## src/rtl/config_regfile.sv

```systemverilog
// config_regfile
// Configuration register file loaded from a UART byte stream. Every command
// starts with a header byte. Bit 7 selects write (1) or read (0). Bits [6:0]
// hold the register address. A write header is followed by DATA_BYTES payload
// bytes, most significant byte first. A read streams DATA_BYTES bytes back over
// a valid/ready handshake.
//
// Writes land in a shadow copy. The frame engine sees only the active copy,
// which is reloaded from shadow on each commit pulse (frame boundary).
//
// Ports:
//   clk_i          system clock
//   rst_i          synchronous active-high reset
//   rx_data_i      received UART byte
//   rx_valid_i     one-cycle strobe qualifying rx_data_i
//   tx_data_o      readback byte (registered)
//   tx_valid_o     readback byte available (registered)
//   tx_ready_i     transmitter takes tx_data_o when tx_valid_o && tx_ready_i
//   commit_i       frame-boundary pulse, copies shadow to active
//   cfg_out_o      active register image, reg i at [i*DATA_W +: DATA_W]
//   cfg_pending_o  a shadow write happened since the last commit
//   err_o          one-cycle error strobe
//
// The default RESET_VALS assumes the default geometry (NUM_REGS*DATA_W >= 24).
// Override it whenever NUM_REGS or DATA_W is changed.
module config_regfile #(
  parameter int unsigned NUM_REGS    = 8,
  parameter int unsigned DATA_W      = 12,
  parameter int unsigned TIMEOUT_CYC = 100000,
  parameter logic [NUM_REGS*DATA_W-1:0] RESET_VALS =
    {{(NUM_REGS*DATA_W-24){1'b0}}, 24'h00F000}
) (
  input  logic                       clk_i,
  input  logic                       rst_i,
  input  logic [7:0]                 rx_data_i,
  input  logic                       rx_valid_i,
  output logic [7:0]                 tx_data_o,
  output logic                       tx_valid_o,
  input  logic                       tx_ready_i,
  input  logic                       commit_i,
  output logic [NUM_REGS*DATA_W-1:0] cfg_out_o,
  output logic                       cfg_pending_o,
  output logic                       err_o
);

  localparam int unsigned DATA_BYTES = (DATA_W + 7) / 8;
  localparam int unsigned BUF_W      = DATA_BYTES * 8;
  localparam int unsigned CNT_W      = $clog2(DATA_BYTES + 1);
  localparam int unsigned TMO_W      = $clog2(TIMEOUT_CYC + 1);

  typedef enum logic [1:0] {
    IDLE  = 2'd0,
    WDATA = 2'd1,
    RDATA = 2'd2
  } state_e;

  state_e                     state_q, state_d;
  logic [6:0]                 addr_q, addr_d;
  logic [CNT_W-1:0]           byte_cnt_q, byte_cnt_d;
  logic [TMO_W-1:0]           tmo_q, tmo_d;
  logic [BUF_W-1:0]           wbuf_q, wbuf_d;
  logic [BUF_W-1:0]           txbuf_q, txbuf_d;
  logic                       tx_valid_q, tx_valid_d;
  logic                       err_q, err_d;
  logic                       pending_q;
  logic [DATA_W-1:0]          shadow_q [NUM_REGS];
  logic [NUM_REGS*DATA_W-1:0] active_q;

  logic                       hdr_in_range_s;
  logic                       addr_in_range_s;
  logic [DATA_W-1:0]          rd_word_s;
  logic [BUF_W+7:0]           wr_word_s;
  logic [DATA_W-1:0]          wr_data_s;
  logic                       wr_en_s;

  assign hdr_in_range_s  = ({1'b0, rx_data_i[6:0]} < 8'(NUM_REGS));
  assign addr_in_range_s = ({1'b0, addr_q} < 8'(NUM_REGS));

  // The final payload byte joins the bytes already buffered. Padding above
  // DATA_W is dropped here.
  assign wr_word_s = {wbuf_q, rx_data_i};
  assign wr_data_s = wr_word_s[DATA_W-1:0];

  assign tx_data_o     = txbuf_q[BUF_W-1 -: 8];
  assign tx_valid_o    = tx_valid_q;
  assign cfg_out_o     = active_q;
  assign cfg_pending_o = pending_q;
  assign err_o         = err_q;

  // Shadow read mux addressed directly by the incoming header byte.
  // The result is zero when no register matches.
  always_comb begin
    rd_word_s = '0;
    for (int i = 0; i < int'(NUM_REGS); i++) begin
      rd_word_s = rd_word_s | ((rx_data_i[6:0] == 7'(i)) ? shadow_q[i] : {DATA_W{1'b0}});
    end
  end

  // Command FSM next-state and datapath decode.
  always_comb begin
    state_d    = state_q;
    addr_d     = addr_q;
    byte_cnt_d = byte_cnt_q;
    tmo_d      = tmo_q;
    wbuf_d     = wbuf_q;
    txbuf_d    = txbuf_q;
    tx_valid_d = tx_valid_q;
    err_d      = 1'b0;
    wr_en_s    = 1'b0;
    case (state_q)
      IDLE: begin
        if (rx_valid_i) begin
          addr_d     = rx_data_i[6:0];
          byte_cnt_d = '0;
          if (rx_data_i[7]) begin
            state_d = WDATA;
            tmo_d   = '0;
            wbuf_d  = '0;
          end else begin
            state_d    = RDATA;
            tx_valid_d = 1'b1;
            txbuf_d    = hdr_in_range_s ? BUF_W'(rd_word_s) : {BUF_W{1'b0}};
            err_d      = !hdr_in_range_s;
          end
        end else begin
          state_d = IDLE;
        end
      end
      WDATA: begin
        if (rx_valid_i) begin
          tmo_d  = '0;
          wbuf_d = wr_word_s[BUF_W-1:0];
          if (byte_cnt_q == CNT_W'(DATA_BYTES - 1)) begin
            state_d    = IDLE;
            byte_cnt_d = '0;
            wr_en_s    = addr_in_range_s;
            err_d      = !addr_in_range_s;
          end else begin
            byte_cnt_d = byte_cnt_q + CNT_W'(1);
          end
        end else if (tmo_q == TMO_W'(TIMEOUT_CYC - 2)) begin
          // The counter would reach TIMEOUT_CYC-1 on this edge, so abort now.
          state_d    = IDLE;
          byte_cnt_d = '0;
          tmo_d      = '0;
          err_d      = 1'b1;
        end else begin
          tmo_d = tmo_q + TMO_W'(1);
        end
      end
      RDATA: begin
        // A byte received mid-read is dropped. The read itself carries on.
        err_d = rx_valid_i;
        if (tx_ready_i) begin
          txbuf_d = txbuf_q << 8;
          if (byte_cnt_q == CNT_W'(DATA_BYTES - 1)) begin
            state_d    = IDLE;
            tx_valid_d = 1'b0;
            byte_cnt_d = '0;
          end else begin
            byte_cnt_d = byte_cnt_q + CNT_W'(1);
          end
        end else begin
          txbuf_d = txbuf_q;
        end
      end
      default: begin
        state_d    = IDLE;
        tx_valid_d = 1'b0;
        byte_cnt_d = '0;
      end
    endcase
  end

  // State, shadow/active storage and registered outputs.
  always_ff @(posedge clk_i) begin
    if (rst_i) begin
      state_q    <= IDLE;
      addr_q     <= 7'd0;
      byte_cnt_q <= '0;
      tmo_q      <= '0;
      wbuf_q     <= '0;
      txbuf_q    <= '0;
      tx_valid_q <= 1'b0;
      err_q      <= 1'b0;
      pending_q  <= 1'b0;
      active_q   <= RESET_VALS;
      for (int i = 0; i < int'(NUM_REGS); i++) begin
        shadow_q[i] <= RESET_VALS[i*DATA_W +: DATA_W];
      end
    end else begin
      state_q    <= state_d;
      addr_q     <= addr_d;
      byte_cnt_q <= byte_cnt_d;
      tmo_q      <= tmo_d;
      wbuf_q     <= wbuf_d;
      txbuf_q    <= txbuf_d;
      tx_valid_q <= tx_valid_d;
      err_q      <= err_d;
      // Active samples the pre-write shadow, so a write that coincides with
      // a commit stays pending until the next commit.
      for (int i = 0; i < int'(NUM_REGS); i++) begin
        if (wr_en_s && (addr_q == 7'(i))) begin
          shadow_q[i] <= wr_data_s;
        end
        if (commit_i) begin
          active_q[i*DATA_W +: DATA_W] <= shadow_q[i];
        end
      end
      if (wr_en_s) begin
        pending_q <= 1'b1;
      end else if (commit_i) begin
        pending_q <= 1'b0;
      end else begin
        pending_q <= pending_q;
      end
    end
  end

endmodule

```

## config.mk

```make
export PLATFORM = sky130hd
export DESIGN_NAME = config_regfile
export DESIGN_NICKNAME = d
export VERILOG_FILES = /design/src/rtl/config_regfile.sv
export SDC_FILE = /design/constraint.sdc
export NUM_CORES = 1
export LEC_CHECK = 0
export ABC_CLOCK_PERIOD_IN_PS = 2900
export CAP_MARGIN = 20
export CORE_MARGIN = 5
export CORE_UTILIZATION = 45
export CTS_CLUSTER_SIZE = 12
export DETAILED_ROUTE_END_ITERATION = 12
export GPL_ROUTABILITY_DRIVEN = 0
export PLACE_DENSITY = 0.65
export SYNTH_ARGS = -nofsm -noshare
export SYNTH_HDL_FRONTEND = slang
export SYNTH_SLANG_ARGS = --single-unit
```

## constraint.sdc

```tcl
create_clock -name clk_i -period 2.9 [get_ports clk_i]
set_input_delay 0.58 -clock clk_i [delete_from_list [all_inputs] [get_ports clk_i]]
set_output_delay 0.58 -clock clk_i [all_outputs]
set_load 0.005 [all_outputs]
```

==> flow_summary_export.csv, run 1 <==
group,metric,value,unit
run_status,status,"finished, final reports clean",
placement,placed_cell_area,11500,µm²
layout,final_nets,1044,
floorplanning,fp.dieH,159,µm
floorplanning,io_pins,120,
yosys,syn_area_per_cell,11.0,µm²
power_and_ir_drop,vdd_drop_max,0.000402,V
clock_tree,post-cts-setup-buffers,0,
detailed_routing,wirelength,27.0,mm
placement,dp_cells,1277,
yosys,synth_top_area_share,29.6,%
grt,grt_first_pass_wirelength,41.1,mm
yosys,syn_area,9940,µm²
clock_tree,cts-resized-gates,0,
detailed_routing,num_vias,7254,
grt,antenna_found_initial,0,
detailed_routing,via_per_inst,5.47,
layout,area_growth,23.9,%
layout,final_layout_size_suffix_gt1_share,9.57,%
yosys,synth_cell_types,61,
clock_tree,cts_root_buffer,"clkbuf_16",
detailed_routing,drtAntennaViolNets,0,
setup_path,required,3.13,ns
clock_tree,clockBufferDepth,3,
timing,skew,0.0118,ns
yosys,yosys.area.top_type,"dfxtp_1",
clock_tree,cts_made_buffers,26,
timing,setup_tns,0,ns
yosys,synth_edf_count,96,
flow_run,drv_cap,0,
clock_tree,clk_pin_slew,0.06,ns
yosys,ys.flop_type,"dfxtp_1",
floorplanning,die_w,159,µm
yosys,synth-seq-cells,243,
layout,multi_input_area,3750,µm²
layout,antennaDiodeCount,0,
min_path,hp-class,"reg -> reg",
clock_tree,tritoncts,"done",
yosys,synthTopCellsByCount,"196 x nor2_1, 147 x dfxtp_1, 110 x mux2i_1, 96 x edfxtp_1, 36 x clkbuf_1",
floorplanning,core-area,21800,µm²
detailed_routing,dr.pass1.iters,5,
power_and_ir_drop,power_density,612,nW/µm²
detailed_routing,wl_per_cell,20.4,µm
setup_path,endpoint_kind,"register",
yosys,synthCells,906,
placement,hpwl,19.3,mm
floorplanning,initial_core_util,45.7,%
timing,fmax,436,MHz
setup_path,critPathKind,"reg -> reg",
yosys,synth_seq_area_share,58.6,%
timing,finalSetupViolations,0,
detailed_routing,dr.first_iter.drc_count,652,
yosys,synth_area_leaders,"dfxtp_1 30%, edfxtp_1 29%, mux2i_1 11%",
power_and_ir_drop,leakage,0.00482,µW
setup_path,cp.arrival,2.52,ns
grt,grt_pass1_vias,6990,
grt,grt_max_degree,67,
setup_path,cp-start-kind,"register",
clock_tree,cts.sinks,243,
floorplanning,die-area,25200,µm²
timing,min_period,2.29,ns
yosys,syn-num-nets,925,
clock_tree,clock_latency,0.52,ns
layout,fin_area,12300,µm²
timing,relSlewSlack,48.7,%
yosys,yosysMostFrequentCell,"nor2_1",
floorplanning,row_count,54,
placement,portBuffers,119,
timing,rsz0062_at_grt,"no",
timing,maxSlewViolCount,0,
clock_tree,cts-hold-fix-buffers,0,
layout,regArea,5830,µm²
timing,hold_violations,0,
setup_path,crit_path_max_fanout,8,
detailed_routing,drcViolationCount,0,
grt,grtUsageTotal,21.3,%
timing,period_share,79.0,%
clock_tree,htreeDepth,1,
layout,final_cells,1325,
grt,overflow,0,
timing,worst_pin_slew,0.770,ns
layout,fill_cells,1882,
yosys,yosysWarningCount,0,
yosys,async_reset_ff_share,0,%
[cells by family (layout without fill, tap and decap cells)]
logic type,after synthesis,count (layout),synth area share (%)
multiplexers,123,123,12.8
AND/OR/NAND/NOR,325,325,14.9
adder cells (fa/ha/maj),6,6,0.755
XOR/XNOR,12,12,1.06
AO/OA/AOI/OAI,113,113,8.27
buffers and inverters,84,223,3.63
flip-flops,243,243,58.6
[through the flow]
stage          utilization [%]  worst slack, ns  total power (µW)  hold slack, ns
2_1_floorplan                -            0.695              4150           0.425
3_3_place_gp              52.9            0.262              4460           0.445
3_5_place_dp              52.9            0.258              4460           0.446
4_1_cts                   56.6            0.633              7580           0.454
5_1_grt                   56.6            0.386              7770           0.480
6_report                  56.6            0.608              7530           0.454
[where the power goes]
group	switching (µW)	total [µW]	internal [µW]	leakage, µW
logic	327	620	293	0.00226
registers	97.4	3770	3680	0.00217
clock network	1310	3140	1820	0.000399
[final cells by class]
cell class                      count  share of cell area [%]
Inverter                           20                   0.610
Timing Repair Buffer              155                    12.2
Clock inverter                      5                   0.234
Clock buffer                       43                    6.31
Tap cell                          280                    2.84
Sequential cell                   243                    47.3
Multi-Input combinational cell    579                    30.5
[registers in the layout (all words and copies together), names as in the netlist]
register,flops
txbuf_q,16
byte_cnt_q,2
tx_valid_o,1
shadow_q,96
cfg_out_o,96
tmo_q,17
addr_q,7
err_o,1
cfg_pending_o,1
state_q,2
wbuf_q,4
[layout by cell type (no fill, tap or decap), types with 4 or more instances in the layout]
| cell type | Yosys | routed |
|---|---|---|
| a211o_1 | 5 | 5 |
| a211oi_1 | 4 | 4 |
| a21oi_1 | 30 | 30 |
| a221o_1 | 7 | 7 |
| a22o_1 | 11 | 11 |
| a22oi_1 | 11 | 11 |
| and3_1 | 6 | 6 |
| buf_12 | 0 | 4 |
| buf_4 | 9 | 34 |
| clkbuf_1 | 36 | 11 |
| clkbuf_16 | 0 | 27 |
| clkbuf_8 | 0 | 4 |
| clkdlybuf4s50_1 | 0 | 117 |
| clkinv_2 | 0 | 4 |
| dfxtp_1 | 147 | 147 |
| edfxtp_1 | 96 | 96 |
| ha_1 | 6 | 6 |
| inv_1 | 20 | 20 |
| mux2_2 | 11 | 11 |
| mux2i_1 | 110 | 110 |
| nand2_1 | 35 | 35 |
| nand2b_1 | 25 | 25 |
| nand3_1 | 13 | 13 |
| nand4_1 | 6 | 6 |
| nor2_1 | 196 | 196 |
| nor2b_1 | 12 | 12 |
| nor3_1 | 4 | 4 |
| nor4_1 | 5 | 5 |
| o21ai_0 | 12 | 12 |
| o221ai_1 | 4 | 4 |
| o22ai_1 | 6 | 6 |
| or3_1 | 6 | 6 |
| xnor2_1 | 4 | 4 |
| xor2_1 | 8 | 8 |
[metal layers]
metal | wire [µm] | track usage [%] | vias to the layer above
met5 | 0 | 0 | -
met4 | 787 | 6.30 | 0
li1 | - | - | 3429
met2 | 12500 | 34.0 | 267
met1 | 11800 | 29.9 | 3503
met3 | 1890 | 3.78 | 55
[final timing paths]
path | start | to | slack (ns) | cells after the start
setup / recovery | addr_q[3]$_SDFFE_PP0P_ | shadow_q[1][23]$_SDFFCE_PN0P_ | 0.61 | 7
hold / removal | addr_q[5]$_SDFFE_PP0P_ | addr_q[5]$_SDFFE_PP0P_ | 0.45 | 2
setup reg to reg | addr_q[3]$_SDFFE_PP0P_ | shadow_q[1][23]$_SDFFCE_PN0P_ | 0.61 | 7
hold reg to reg | addr_q[5]$_SDFFE_PP0P_ | addr_q[5]$_SDFFE_PP0P_ | 0.45 | 2
[critical path, stage by stage (launching register included)]
cell and delay, ns:
dfxtp_1 0.35, nor4_1 0.47, nand4_1 0.27, nor3b_1 0.25, buf_4 0.16, nand2_1 0.08, nand2b_1 0.20, buf_4 0.21
No activity file was read; power rests on OpenSTA's default activity.
==> inputs of run 2 (changes only) <==
--- a/config.mk
+++ b/config.mk
@@ -5,7 +5,7 @@
 export SDC_FILE = /design/constraint.sdc
 export NUM_CORES = 1
 export LEC_CHECK = 0
-export ABC_CLOCK_PERIOD_IN_PS = 2900
+export ABC_CLOCK_PERIOD_IN_PS = 2140
 export CAP_MARGIN = 20
 export CORE_MARGIN = 5
 export CORE_UTILIZATION = 45
==> constraint.sdc (replaced) <==
create_clock -name clk_i -period 2.14 [get_ports clk_i]
set_input_delay 0.428 -clock clk_i [delete_from_list [all_inputs] [get_ports clk_i]]
set_output_delay 0.428 -clock clk_i [all_outputs]
set_load 0.005 [all_outputs]
==> flow_summary_export.csv, run 2 (synthesis gave the netlist of run 1 again) <==
group,metric,value,unit
grt,grt_max_degree,43,
clock_tree,cts.sinks,243,
timing,fmax,501,MHz
setup_path,cp-start-kind,"register",
timing,maxSlewViolCount,0,
setup_path,endpoint_kind,"register",
grt,antenna_found_initial,0,
grt,grtUsageTotal,22.5,%
detailed_routing,drtAntennaViolNets,0,
clock_tree,clockBufferDepth,3,
power_and_ir_drop,vdd_drop_max,0.000507,V
floorplanning,row_count,54,
layout,final_common_cell,"nor2_1",
detailed_routing,num_vias,7496,
detailed_routing,drcViolationCount,0,
detailed_routing,wirelength,28.2,mm
layout,layout_common_cells,"196 x nor2_1, 147 x dfxtp_1, 117 x clkdlybuf4s50_1",
floorplanning,initial_core_util,45.7,%
clock_tree,clock_latency,0.54,ns
setup_path,critPathKind,"reg -> reg",
clock_tree,tritoncts,"done",
detailed_routing,via_per_inst,5.44,
detailed_routing,dr.pass1.iters,9,
min_path,hp-class,"in -> reg",
placement,dp_slack,-0.226,ns
layout,area_growth,29.1,%
timing,rsz0062_at_grt,"yes",
clock_tree,cts_made_buffers,26,
layout,fill_cells,1881,
clock_tree,clk_pin_slew,0.06,ns
layout,antennaDiodeCount,0,
timing,period_share,93.2,%
placement,hpwl,21.0,mm
clock_tree,cts_root_buffer,"clkbuf_16",
setup_path,max_stage_delay,0.57,ns
power_and_ir_drop,leakage,0.00510,µW
grt,grt_pass1_vias,7374,
detailed_routing,dr.first_iter.drc_count,644,
setup_path,required,2.61,ns
placement,placed_cell_area,12000,µm²
setup_path,crit_family,"simple AND/OR/NAND/NOR gates",
clock_tree,htreeDepth,1,
timing,hold_violations,0,
timing,relSlewSlack,66.2,%
run_status,status,"finished, final reports clean",
floorplanning,io_pins,120,
placement,portBuffers,119,
flow_run,drv_cap,0,
timing,worst_pin_slew,0.506,ns
timing,finalSetupViolations,0,
power_and_ir_drop,power_density,813,nW/µm²
grt,grt_first_pass_wirelength,43.2,mm
floorplanning,fp.dieH,159,µm
detailed_routing,wl_per_cell,20.4,µm
layout,fin_area,12800,µm²
floorplanning,die_w,159,µm
layout,final_nets,1097,
floorplanning,core-area,21800,µm²
setup_path,worst-path-buf-inv,1,
grt,overflow,0,
timing,fin_ws,0.145,ns
timing,min_period,1.99,ns
setup_path,path_cells,"or4_4, o41ai_4, buf_4, o211a_1, mux2i_1, nor2b_4",
setup_path,crit_path_max_fanout,6,
setup_path,cp.arrival,2.47,ns
layout,final_layout_size_suffix_gt1_share,13.9,%
timing,skew,0.0219,ns
clock_tree,post-cts-setup-buffers,0,
floorplanning,die-area,25200,µm²
setup_path,cp_slowest_cell,"or4_4",
-- run 2: changes by cell type in the layout (fill, tap and decap cells not counted), sizes merged --
| cell | change |
|---|---|
| clkinv | +2 |
| clkbuf | -3 |
| buf | +53 |
| bufinv | +2 |
| inv | -1 |
-- run 2: cell type report --
| cell class | instances | area (µm²) | share of cell area (%) |
|---|---|---|---|
| Inverter | 20 | 75.1 | 0.585 |
| Sequential cell | 243 | 5830 | 45.4 |
| Clock buffer | 40 | 733 | 5.71 |
| Multi-Input combinational cell | 579 | 3770 | 29.4 |
| Clock inverter | 8 | 97.6 | 0.761 |
| Timing Repair Buffer | 208 | 1980 | 15.4 |
| Tap cell | 280 | 350 | 2.73 |
-- run 2: worst reg2reg max path: stages (launching register included) --
cell and delay [ns]:
dfxtp_1 0.35, or4_4 0.57, o41ai_4 0.31, buf_4 0.20, o211a_1 0.19, mux2i_1 0.19, nor2b_4 0.14
-- run 2: report_power, final --
part | switching [µW] | leakage (µW) | internal [µW] | total, µW
Clock | 1780 | 0.000403 | 2590 | 4380
Combinational | 457 | 0.00253 | 466 | 922
Sequential | 142 | 0.00217 | 4980 | 5130
Total | 2380 | 0.00510 | 8040 | 10400
-- run 2: path summary, 6_finish.rpt --
| path | startpoint | endpoint | slack (ns) | depth (start not counted) |
|---|---|---|---|---|
| worst max-delay path | tmo_q[6]$_SDFFE_PP0P_ | byte_cnt_q[0]$_SDFFE_PP0P_ | 0.15 | 6 |
| worst min-delay path | rst_i | txbuf_q[9]$_SDFFE_PP0P_ | 0.34 | 2 |
| worst max register to register | tmo_q[6]$_SDFFE_PP0P_ | byte_cnt_q[0]$_SDFFE_PP0P_ | 0.15 | 6 |
| worst min register to register | addr_q[4]$_SDFFE_PP0P_ | addr_q[4]$_SDFFE_PP0P_ | 0.47 | 2 |
-- run 2: metal layers --
layer	vias up	global-route usage, %	part of all wire [%]
met5	-	0	0
met4	0	8.08	3.9
met3	72	4.40	7.7
met2	331	36.0	46
met1	3555	30.6	43
li1	3538	-	-
-- run 2: metrics by stage --
step / utilization (%) / cells / hold slack [ns] / total power (µW) / TNS [ns]
floorplan: - / 906 / 0.425 / 5620 / 0
global placement: 55.1 / 1330 / 0.446 / 6130 / -7.96
detailed placement: 55.1 / 1330 / 0.451 / 6140 / -9.83
CTS: 58.9 / 1378 / 0.316 / 10500 / 0
global route: 59.0 / 1378 / 0.342 / 10800 / 0
finish: 59.0 / 1378 / 0.345 / 10400 / 0
-- run 2: timing repair --
| action | CTS | global route |
|---|---|---|
| hold buffers | 0 | 0 |
| gates resized for setup | 0 | 4 |
| endpoints found under the setup margin | 0 | 118 |
==> inputs of run 3 (changes only) <==
--- a/config.mk
+++ b/config.mk
@@ -13,6 +13,7 @@
 export DETAILED_ROUTE_END_ITERATION = 12
 export GPL_ROUTABILITY_DRIVEN = 0
 export PLACE_DENSITY = 0.65
+export SETUP_SLACK_MARGIN = 0.15
 export SYNTH_ARGS = -nofsm -noshare
 export SYNTH_HDL_FRONTEND = slang
 export SYNTH_SLANG_ARGS = --single-unit
==> flow_summary_export.csv, run 3 (synthesis gave the netlist of run 1 again) <==
group,metric,value,unit
clock_tree,cts.sinks,243,
placement,placed_cell_area,12000,µm²
setup_path,required,2.37,ns
layout,regArea,5830,µm²
layout,antennaDiodeCount,0,
flow_run,drv_cap,0,
timing,relSlewSlack,64.7,%
timing,fin_ws,0.171,ns
layout,final_nets,1110,
detailed_routing,dr.first_iter.drc_count,521,
setup_path,cp-start-kind,"register",
setup_path,crit_start,"addr_q[6]$_SDFFE_PP0P_",
floorplanning,io_pins,120,
grt,antenna_found_initial,0,
run_status,status,"finished, final reports clean",
layout,fin_util,60.4,%
timing,worst_pin_slew,0.530,ns
placement,hpwl,20.0,mm
detailed_routing,drcViolationCount,0,
timing,hold_slack,0.359,ns
placement,portBuffers,119,
layout,fill_cells,1800,
placement,dp_slack,-0.308,ns
detailed_routing,dr.pass1.iters,5,
setup_path,crit_path_max_fanout,6,
detailed_routing,wirelength,27.5,mm
setup_path,worst_r2r_startpoint,"addr_q[6]$_SDFFE_PP0P_",
timing,period_share,92.0,%
timing,fmax,508,MHz
detailed_routing,wl_per_cell,19.8,µm
power_and_ir_drop,power_density,798,nW/µm²
layout,layout_common_cells,"196 x nor2_1, 145 x dfxtp_1, 117 x clkdlybuf4s50_1",
timing,min_period,1.97,ns
power_and_ir_drop,total_power,10500,µW
setup_path,critPathKind,"reg -> reg",
timing,skew,0.0216,ns
clock_tree,clk_pin_slew,0.06,ns
setup_path,cp.arrival,2.20,ns
clock_tree,tritoncts,"done",
min_path,hp-class,"in -> reg",
clock_tree,clock_latency,0.53,ns
clock_tree,cts_made_buffers,26,
min_path,min-delay-start,"rst_i",
floorplanning,initial_core_util,45.7,%
grt,grt_first_pass_wirelength,41.7,mm
floorplanning,row_count,54,
layout,final_common_cell,"nor2_1",
min_path,whs_path_depth,2,
timing,maxSlewViolCount,0,
layout,final_layout_size_suffix_gt1_share,16.7,%
timing,hold_violations,0,
floorplanning,die-area,25200,µm²
detailed_routing,num_vias,7458,
layout,area_growth,32.3,%
detailed_routing,via_per_inst,5.36,
grt,grt_pass1_vias,7156,
grt,grt_max_degree,54,
clock_tree,cts_root_buffer,"clkbuf_16",
clock_tree,htreeDepth,1,
setup_path,r2r_cells,8,
clock_tree,clockBufferDepth,3,
timing,rsz0062_at_grt,"yes",
floorplanning,fp.dieH,159,µm
grt,grtUsageTotal,21.5,%
timing,finalSetupViolations,0,
setup_path,endpoint_kind,"register",
detailed_routing,drtAntennaViolNets,0,
layout,multi_input_area,3870,µm²
floorplanning,core-area,21800,µm²
power_and_ir_drop,leakage,0.00529,µW
power_and_ir_drop,vdd_drop_max,0.000570,V
grt,overflow,0,
floorplanning,die_w,159,µm
layout,fin_area,13200,µm²
run 3: cell count changes in the layout (fill, tap and decap cells not counted), moves of 3 or more:
cell / change
buf_6: +6
clkbuf_16: +5
nand2b_1: -5
nand2b_4: +5
nand2_1: -3
nand2_4: +3
run 3: stage by stage:
stage,setup TNS (ns),std cells
after floorplan,0,906
after global placement,-5.31,1331
after detailed placement,-8.88,1331
after CTS,0,1381
after global routing,0,1391
final,0,1391
run 3: area by class of cell:
cell class	instances	area share [%]
multi-input cells	579	29.5
inverters	20	0.571
flip-flops and latches	243	44.3
repair buffers	221	16.6
well taps	280	2.66
clock buffers	43	6.06
clock inverters	5	0.371
run 3: worst paths after layout:
kind,to,slack (ns)
worst max register to register,shadow_q[1][43]$_DFFE_PP_,0.17
worst max-delay path,shadow_q[1][43]$_DFFE_PP_,0.17
worst min register to register,txbuf_q[1]$_SDFFE_PP0P_,0.46
worst min-delay path,addr_q[0]$_SDFFE_PP0P_,0.36
run 3: metal layers:
metal	share of wire [%]	track usage (%)	up-vias
met1	43	30.5	3549
met4	3.2	6.42	0
met3	7.5	3.75	63
met5	0	0	-
li1	-	-	3557
met2	46	34.0	289
run 3: repair_timing:
item                                   in CTS  in global routing
pin swaps                                   3                  7
hold buffers                                0                  0
cloned                                      0                  3
endpoints found under the hold margin       0                  0
resized for setup                           6                 27
setup buffers                               2                  7
setup endpoints to repair                  30                164
run 3: critical path: stages, from the launching register on:
cell and delay (ns):
dfxtp_2 0.32, nor4_2 0.25, buf_4 0.15, nand4_1 0.11, buf_6 0.15, nor3b_2 0.16
buf_4 0.18, a31o_4 0.20, clkbuf_16 0.16
run 3: where the power goes:
group / switching, µW / total [µW] / internal [µW]
Combinational: 467 / 969 / 502
Clock: 1760 / 4410 / 2650
Sequential: 139 / 5120 / 4980
==> RTL change: new RTL, settings of run 1 <==
Register the output `err_o` once more, with the module's reset; this adds one clock of latency there. The other outputs are not delayed to match. Comments in the files are not updated.
--- a/src/rtl/config_regfile.sv
+++ b/src/rtl/config_regfile.sv
@@ -87,3 +87,9 @@
   assign cfg_pending_o = pending_q;
-  assign err_o         = err_q;
+  always_ff @(posedge clk_i) begin
+    if (rst_i) begin
+      err_o <= '0;
+    end else begin
+      err_o <= err_q;
+    end
+  end
 
Behaviour: not the same (Yosys sat finds a counterexample within 4 cycles, from zero or initial values and one cycle with rst_i high).
==> RTL change against run 1 <==
  * Critical path depth down 3
  * Total power increased by 2.1%
  * Routed wire length up 2.0%
  * First-iteration DRC count decreased by 4.6%
  * Design area grew 1.4%
  * Cell count rose by 1.8%
  * Setup slack worse by 0.013 ns
  * Sequential cell count up 1
  * Area after synthesis grew 1.4%
==> RTL change: results (changes against run 1) <==
{| class="wikitable"
! Metric !! Value
|-
| Count of flip-flops with a built-in enable after synthesis || 96 (unchanged)
|-
| Arrival @ worst endpoint || 2.47 ns (-0.05 ns)
|-
| Power density of the placed cells || 616 nW/um^2 (+0.68%)
|-
| DRT iter0 DRCs || 622 (-4.6%)
|-
| Worst flop-to-flop path startpoint || addr_q[3]
|-
| Top cells by count, synth || 172 x nor2_1, 148 x dfxtp_1, 113 x mux2i_1
|-
| Via count of the first global-routing pass || 7359 (+5.3%)
|-
| Worst Setup Path Type || reg -> reg
|-
| Ys Warns || 0 (unchanged)
|-
| Antenna violations before repair || 0 (unchanged)
|-
| Number of buffer cells added on primary ports || 119 (unchanged)
|-
| Global-route usage over all layers || 21.0% (-0.27 points)
|-
| Clock-pin transition on the worst setup and hold timing paths || 0.06 ns (about the same)
|-
| GRT Residual Overflow || 0 (unchanged)
|-
| Number of detailed-route iterations in the first pass || 5 (unchanged)
|-
| R2r worst-path depth || 4 (-3)
|-
| Hold Fails Final Rpt || 0 (unchanged)
|-
| Setup slack of the worst register-to-register path || 0.60 ns
|-
| First-pass GRT wire length || 42.7 mm (+3.9%)
|-
| Leakage power total || 4.84 nW (+0.36%)
|-
| Max transition margin || 56.2% (+7.5 points)
|-
| Endpoint with the worst hold slack || err_o
|-
| Destination of the worst register-to-register timing path || shadow_q[0][40]
|-
| Worst clock skew || 0.0190 ns (+0.00725 ns)
|-
| HP Start || err_q
|-
| Pin count of the biggest net entering global routing || 63 (-6.0%)
|-
| Share of cells above drive strength 1 || 8.89% (-0.68 points)
|-
| Max Fanout on Critical Path || 12 (+4)
|-
| Commonest non-fill, non-tap cell in the layout || nor2_1
|-
| Final wirelength || 27.5 mm (+2.0%)
|-
| Max clock buf depth || 3 (unchanged)
|-
| Peak supply drop || 0.000380 V (-5.6%)
|-
| Cell types occupying the most area after synthesis || dfxtp_1 29%, edfxtp_1 29%, mux2i_1 11%, nor2_1 6.4%, nand2_1 2.2%
|-
| Number of register bits inferred by synthesis || 244 (+0.41%)
|-
| Synth cell types || 62 (+1.6%)
|-
| Number of nets in the final layout || 1069 (+2.4%)
|-
| Class of the tightest hold or removal check || reg -> reg
|-
| Status || complete, no violations
|-
| Cell depth of the worst hold path || 1 (-1)
|-
| Post-CTS setup buffer count || 0 (unchanged)
|-
| Post_cts resized || 0 (unchanged)
|-
| Inserted Diodes || 0 (unchanged)
|-
| TritonCTS Buffers || 26 (unchanged)
|-
| Root cell of the clock tree || clkbuf_16
|-
| Register area share after synthesis || 58.0% (-0.60 points)
|-
| Proportion of synthesized flip-flops having asynchronous set or reset || 0% (unchanged)
|-
| Total half-perimeter wirelength after legalization and detailed placement || 19.7 mm (+2.1%)
|-
| H-tree levels || 1 (unchanged)
|-
| Worst skew pair latency || 0.53 ns
|-
| DR vias/cell || 5.56 (+1.5%)
|-
| Synthesized net count || 954 (+3.1%)
|}
RTL change: metrics by stage:
step,cells,hold slack (ns),util [%],instance area [sq um],setup slack [ns]
CTS,1349,0.435,56.9,12500,0.594
detailed placement,1302,0.435,52.9,11600,0.230
global placement,1302,0.430,52.9,11600,0.250
finish,1349,0.442,56.9,12500,0.595
global route,1349,0.459,56.9,12500,0.444
floorplan,935,0.414,-,10100,0.502
RTL change: layout make-up:
type,count,area (sq um)
Clock inverter,5,61.3
Sequential cell,244,5850
Inverter,32,120
Multi-Input combinational cell,595,3830
Tap cell,280,350
Timing Repair Buffer,151,1480
Clock buffer,42,801
Fill cell,1887,9470
RTL change: critical path: stages (launching register included):
cell and delay, ns:
dfxtp_1 0.37, or4_4 0.57, nor4_4 0.42, nand3_1 0.16
nand2_1 0.41
RTL change: routing by layer:
layer / wire length, um / vias to the layer above / global-route usage [%] / part of all wire, %
li1: - / 3549 / - / -
met1: 12100 / 3617 / 29.0 / 44
met2: 12600 / 269 / 33.9 / 46
met3: 2020 / 64 / 4.20 / 7.3
met4: 792 / 0 / 6.15 / 2.9
met5: 0 / - / 0 / 0
RTL change: cells by family (layout without fill, tap and decap cells):
logic type,after synthesis,in the layout,synth area share (%)
buffers and inverters,96,230,3.99
adders and majority gates,6,6,0.745
AOI/OAI and AO/OA,129,129,8.74
DFF,244,244,58.0
xor gates and xnor gates,7,7,0.608
and+or+nand+nor,328,328,14.8
muxes,125,125,13.1
RTL change: worst max-delay path by stage:
stage / end / slack [ns] / depth (start not counted)
2_1_floorplan: shadow_q[1][0] / 0.50 / 6
3_3_place_gp: shadow_q[0][47] / 0.25 / 5
3_5_place_dp: shadow_q[0][42] / 0.23 / 5
4_1_cts: shadow_q[0][10] / 0.59 / 4
5_1_grt: shadow_q[0][40] / 0.44 / 6
6_report: shadow_q[0][40] / 0.60 / 4
RTL change: power breakdown:
group	switching [mW]	internal, mW
combinational	0.336	0.282
clock	1.31	1.97
sequential	0.0984	3.69
total	1.75	5.94
